`config.mk`:
```
export PLATFORM = sky130hd
export DESIGN_NAME = log_shift_norm
export DESIGN_NICKNAME = d
export VERILOG_FILES = /design/src/rtl/log_shift_norm.sv
export SDC_FILE = /design/constraint.sdc
export NUM_CORES = 1
export LEC_CHECK = 0
export CORE_MARGIN = 10
export CORE_UTILIZATION = 52
export CTS_CLUSTER_SIZE = 28
export DETAILED_ROUTE_END_ITERATION = 8
export PLACE_DENSITY = 0.76
export SYNTH_ARGS = -nofsm -noshare
export SYNTH_HDL_FRONTEND = slang
export SYNTH_SLANG_ARGS = --single-unit
```
`constraint.sdc`:
```
create_clock -name clk -period 3.3 [get_ports clk]
set_clock_uncertainty 0.15 [all_clocks]
set_input_delay 0.66 -clock clk [delete_from_list [all_inputs] [get_ports clk]]
set_output_delay 0.66 -clock clk [all_outputs]
set_load 0.005 [all_outputs]
```
`src/rtl/log_shift_norm.sv`:
```
// Leading-one normalizer feeding a registered log-offset LUT; mantissa, exponent
// and zero flag are delayed two stages so they emerge alongside the LUT output.
module log_shift_norm #(
  parameter int DATA_W = 16,
  parameter int OFF_W  = 4
) (
  input  logic              clk,
  input  logic              rst_n,
  input  logic              in_valid,
  output logic              in_ready,
  input  logic [DATA_W-1:0] in_data,
  output logic [OFF_W-1:0]  shift_offset,
  output logic              out_valid,
  input  logic              out_ready,
  output logic [OFF_W-1:0]  out_exp,
  output logic [DATA_W-2:0] out_frac,
  output logic              out_zero
);

  function automatic logic [OFF_W-1:0] lead_one(input logic [DATA_W-1:0] d);
    lead_one = '0;
    for (int i = 0; i < DATA_W; i++)
      if (d[i]) lead_one = OFF_W'(i);
  endfunction

  function automatic logic [DATA_W-2:0] norm_frac(input logic [DATA_W-1:0] d,
                                                  input logic [OFF_W-1:0]  msb);
    logic [DATA_W-1:0] n;
    n = d << (DATA_W - 1 - int'(msb));
    norm_frac = n[DATA_W-2:0];
  endfunction

  logic              vld_p1, vld_p2;
  logic [OFF_W-1:0]  off_p1, off_p2;
  logic [DATA_W-2:0] frac_p1, frac_p2;
  logic              zero_p1, zero_p2;
  logic              adv;
  logic [OFF_W-1:0]  msb_p0;

  assign adv      = ~vld_p2 | out_ready;
  assign in_ready = ~vld_p1 | adv;
  assign msb_p0   = lead_one(in_data);

  // While stalled the LUT re-samples the held offset so its output stays matched to stage 2.
  assign shift_offset = adv ? off_p1 : off_p2;

  // Stage 1: leading-one detect and normalize
  always_ff @(posedge clk or negedge rst_n) begin
    if (!rst_n) begin
      vld_p1  <= 1'b0;
      off_p1  <= '0;
      frac_p1 <= '0;
      zero_p1 <= 1'b0;
    end else if (in_ready) begin
      vld_p1 <= in_valid;
      if (in_valid) begin
        off_p1  <= msb_p0;
        frac_p1 <= norm_frac(in_data, msb_p0);
        zero_p1 <= (in_data == '0);
      end
    end
  end

  // Stage 2: align with the registered LUT output
  always_ff @(posedge clk or negedge rst_n) begin
    if (!rst_n) begin
      vld_p2  <= 1'b0;
      off_p2  <= '0;
      frac_p2 <= '0;
      zero_p2 <= 1'b0;
    end else if (adv) begin
      vld_p2  <= vld_p1;
      off_p2  <= off_p1;
      frac_p2 <= frac_p1;
      zero_p2 <= zero_p1;
    end
  end

  assign out_valid = vld_p2;
  assign out_exp   = off_p2;
  assign out_frac  = frac_p2;
  assign out_zero  = zero_p2;

endmodule
```
**Word-level counts from Yosys, hierarchy flattened**

Cells that the tools add are included.

- Bits in registers: 42
- Output and inout bits: 26
- Word-level logic and storage cells: 32

- Add/sub/neg operators: 1
- Shift operators: 1
- Multiplexer cells: 16
- Bitwise logic cells: 4
- Reductions and logical operators: 2

Operator list:

| kind | count |
|---|---|
| $mux 4 | 13 |
| $shl 16x32->15 | 1 |
| $logic_not 16->1 | 1 |
| $sub 4x4->5 const A | 1 |
| $mux 2 | 2 |
| $not 1->1 | 2 |
| $or 1x1->1 | 2 |
| $reduce_and 2->1 | 1 |
| $mux 1 | 1 |

**Longest topological paths before layout**

- Depth after elaboration: 17
- Mapped depth: 8

**Least setup slack after synthesis**

No wires, ideal clock.

- Path type: input-to-reg
- Start: input port in_data[9]
- End: register frac_p1[9]
- Library setup time: 0.129 ns
- Arrival time: 2.386 ns
- Required time: 3.021 ns
- Path slack: 0.636 ns
- Stages on the path: 8
- Buffers on the path: 1
- Cell sequence: or3b_4 > a31oi_4 > a21o_1 > buf_6 > mux2_4 > o32ai_2 > nor2_1 > a2111o_1

- Word-level cells in the longest chain between the ends: 9

Ends and longest elaborated chain:

| item | RTL line | RTL |
|---|---|---|
| start: declaration | 11 | `input logic [DATA_W-1:0] in_data,` |
| $mux 4 (7 in a row) | 23 | `if (d[i]) lead_one = OFF_W'(i);` |
| $sub 4x4->5 | 29 | `n = d << (DATA_W - 1 - int'(msb));` |
| $shl 16x32->15 * | 29 |  |
| end signal: assignment | 58 | `frac_p1 <= norm_frac(in_data, msb_p0);` |
| end: declaration | 35 | `logic [DATA_W-2:0] frac_p1, frac_p2;` |

Every way passes the cells marked *; elsewhere a longest branch is shown, timed or not.
A chain may end at the register's enable or synchronous reset.

**Worst setup path after layout**

- Start: input port out_ready
- End: output port in_ready

- Word-level cells in the longest chain between the ends: 2

Ends and longest elaborated chain:

| item | RTL line | RTL |
|---|---|---|
| start: declaration | 14 | `input logic out_ready,` |
| $or 1x1->1 | 40 | `assign adv = ~vld_p2 \| out_ready;` |
| $or 1x1->1 | 41 | `assign in_ready = ~vld_p1 \| adv;` |
| end: declaration | 10 | `output logic in_ready,` |

Every way passes these cells.

==> impl_metrics.py <==
metrics = {
    "drt": {
        "wl_per_cell_um": 17.9,
        "ant_nets": 0,
        "vias": 2386,
        "met1Wirelength_mm": 3.19,
        "first_pass_iters": 5,
        "drc": 0,
        "routed_wl_mm": 7.16,
        "dr_wl_met2_mm": 3.36,
        "maxUsedRoutingLayer": "met4",
        "wl_met3_um": 439,
        "avgViaCountPerCell": 5.97,
        "drt_iter0_drc": 202,
    },
    "cts": {
        "clock_path_buffers": 2,
        "cts_sinks": 42,
        "clkSlewWorstSetupHoldPaths_ns": 0.08,
        "post_cts_buffers": 0,
        "htreeDepth": 2,
        "numCtsBuffers": 5,
        "clk_latency_ns": 0.30,
        "ctsHoldBuffers": 0,
        "clock-root-buffer": "clkbuf_8",
        "cts_tree": "built",
        "post_cts_resized": 0,
    },
    "worst_setup_path": {
        "r2r_slack_ns": 0.83,
        "end_kind": "primary output",
        "worstPathArrival_ns": 2.29,
        "path_class": "in2out",
        "crit_path_start_kind": "input pin",
        "slowest_delay_ns": 0.46,
        "cp_max_fo": 14,
        "crit_path_top_delay_cell": "clkdlybuf4s50_1",
        "crit_chain": "clkdlybuf4s50_1 > nor2b_2 > buf_4 > nand2_1 > clkdlybuf4s50_1",
        "cp_common_cell": "clkdlybuf4s50_1",
        "worst_path_dominant_cell_family": "buffers and inverters",
        "r2r.worst_path.cells": 8,
        "r2r-end": "frac_p1[13]$_DFFE_PN0P_",
        "r2r_start": "out_valid$_DFFE_PN0N_",
        "cp.buffers_inverters": 3,
        "worstPathRequired_ns": 2.49,
    },
    "final_layout": {
        "stdcell_count": 400,
        "diodes": 0,
        "fillers": 385,
        "drive_gt1_frac": 0.237,
        "area_growth_pct": 31.8,
        "nNetsFinal": 352,
        "final_area_um2": 3340,
        "final_util": 0.707,
    },
    "synthesis": {
        "yosysUniqueCellTypes": 59,
        "syn_area_um2": 2530,
        "synth_area_per_cell_um2": 9.68,
        "synthCells": 262,
        "ys.flop_type": "dfrtp_1",
        "ys_warn_count": 0,
        "yosysSeqAreaShare": 0.415,
        "synth-edff-count": 0,
        "synthArstFlopShare": 1.00,
        "synth.net_count": 282,
        "synth-seq-cells": 42,
    },
    "power": {
        "power_density_nw_per_um2": 423,
        "p_leak_uw": 0.00136,
        "ir_drop_uv": 253,
    },
    "floorplan": {
        "dieHeight_um": 89.8,
        "core_um2": 4720,
        "ios": 46,
        "die_w_um": 89.8,
        "start_util": 0.537,
        "die-area_um2": 8070,
        "num_rows": 25,
    },
    "global_routing": {
        "grt_start_max_net_pins": 43,
        "grt_overflow": 0,
        "grt_pass1_vias": 2345,
        "grt_usage": 0.177,
        "antenna_found_initial": 0,
        "grt_pass1_wl_mm": 12.1,
    },
    "sta": {
        "drv_slew": 0,
        "setup_violations": 0,
        "finalSetupTns_ns": 0,
        "final.setup.worst_slack_ns": 0.199,
        "clock.fmax_ghz": 0.323,
        "layout_min_cycle_time_ns": 3.10,
        "tightest_slew_ns": 0.891,
        "slew_headroom": 0.406,
        "post-route-period-util": 0.940,
        "hold_viol": 0,
        "rsz0062_at_grt": "no",
    },
    "min_path": {
        "hold-path-cell-count": 2,
        "hold_path_class": "reg2reg",
        "holdPathEnd": "frac_p1[5]$_DFFE_PN0P_",
        "hold_start": "frac_p1[5]$_DFFE_PN0P_",
    },
    "status": {
        "status": "complete, no violations",
    },
    "placement": {
        "placed_cells": 392,
        "dpl.hpwl_mm": 5.83,
        "pre_cts_ws_ns": 0.0767,
        "port-buffer-count": 45,
        "placement.cell_area_um2": 3250,
        "gp_congestion": 0.936,
    },
    "run": {
        "cap_violations": 0,
    },
}
==> synth_stat cells (all sizes together) (2+ instances only) <==
cell | number | area share
a21boi | 2 | 0.0059
a21o | 2 | 0.0059
a21oi | 17 | 0.035
a22o | 2 | 0.0069
a2bb2oi | 2 | 0.0069
a31oi | 10 | 0.031
buf | 4 | 0.0094
clkbuf | 10 | 0.015
dfrtp | 42 | 0.41
inv | 7 | 0.010
mux2 | 25 | 0.11
mux2i | 7 | 0.028
nand2 | 26 | 0.038
nand2b | 5 | 0.012
nand3 | 6 | 0.012
nand4 | 4 | 0.0099
nor2 | 21 | 0.034
nor2b | 3 | 0.0074
nor3 | 7 | 0.014
nor4 | 5 | 0.020
o2111ai | 2 | 0.0069
o211ai | 9 | 0.029
o21a | 2 | 0.0059
o21ai | 13 | 0.026
o31ai | 3 | 0.0089
o32ai | 2 | 0.0099
or2 | 3 | 0.0074
or4 | 2 | 0.0059
==> cell type report <==
class | count | area [µm²] | area share
Timing Repair Buffer | 77 | 686 | 0.205
Clock buffer | 6 | 82.6 | 0.0247
Clock inverter | 2 | 12.5 | 0.00375
Sequential cell | 42 | 1050 | 0.315
Tap cell | 67 | 83.8 | 0.0251
Multi-Input combinational cell | 199 | 1400 | 0.419
Inverter | 7 | 26.3 | 0.00787
==> state kept, by name, indices dropped and copies added (netlist names) <==
signal,flops
frac_p1,15
off_p1,4
out_exp,4
out_frac,15
out_valid,1
out_zero,1
vld_p1,1
zero_p1,1
==> metrics by stage <==
stage | power (µW) | hold slack (ns)
finish | 1410 | 0.334
detailed placement | 1080 | 0.321
global route | 1490 | 0.360
floorplan | 843 | 0.214
global placement | 1070 | 0.308
CTS | 1430 | 0.340
==> metal layers <==
metal | track usage | up-vias
met4 | 0.0633 | 0
met3 | 0.0357 | 18
li1 | - | 1124
met2 | 0.284 | 105
met5 | 0 | -
met1 | 0.230 | 1139
==> worst reg2reg max path: cells and delay by family (launching register included) <==
family / cells / cell delay, ns
and+or+nand+nor: 2 / 0.38
buffers and inverters: 2 / 0.41
DFF: 1 / 0.37
AOI/OAI and AO/OA: 4 / 1.06
==> placed cells by master, fill, tap and decap left out, types with 8 or more instances in the layout <==
| master | netlist | routed |
|---|---|---|
| clkdlybuf4s50_1 | 0 | 44 |
| dfrtp_1 | 42 | 42 |
| buf_4 | 0 | 32 |
| nand2_1 | 26 | 26 |
| mux2_2 | 23 | 23 |
| nor2_1 | 20 | 20 |
| a21oi_1 | 16 | 16 |
| a31oi_1 | 9 | 9 |
| o21ai_0 | 8 | 8 |
| o211ai_1 | 8 | 8 |
==> logic make-up after synthesis <==
| kind of cell | Yosys count | synth area share |
|---|---|---|
| simple gates | 88 | 0.179 |
| compound gates | 79 | 0.231 |
| buf+inv | 21 | 0.0346 |
| mux | 32 | 0.140 |
| flops | 42 | 0.415 |
==> how the worst max path moves through the flow <==
stage	from	end	slack [ns]	cells after the start
final	out_ready	in_ready	0.20	5
after floorplan	in_data[9]	frac_p1[9]$_DFFE_PN0P_	0.64	8
after global placement	in_data[10]	frac_p1[9]$_DFFE_PN0P_	0.06	8
after global routing	out_ready	in_ready	0.1	5
after CTS	out_ready	in_ready	0.17	5
after detailed placement	in_data[8]	frac_p1[9]$_DFFE_PN0P_	0.08	8
==> report_power, final <==
group	leakage [µW]	internal, µW	switching, µW
Sequential	0.000491	597	42.0
Clock	0.0000472	168	178
Combinational	0.000826	239	191
(Power assumes the default switching activity.)
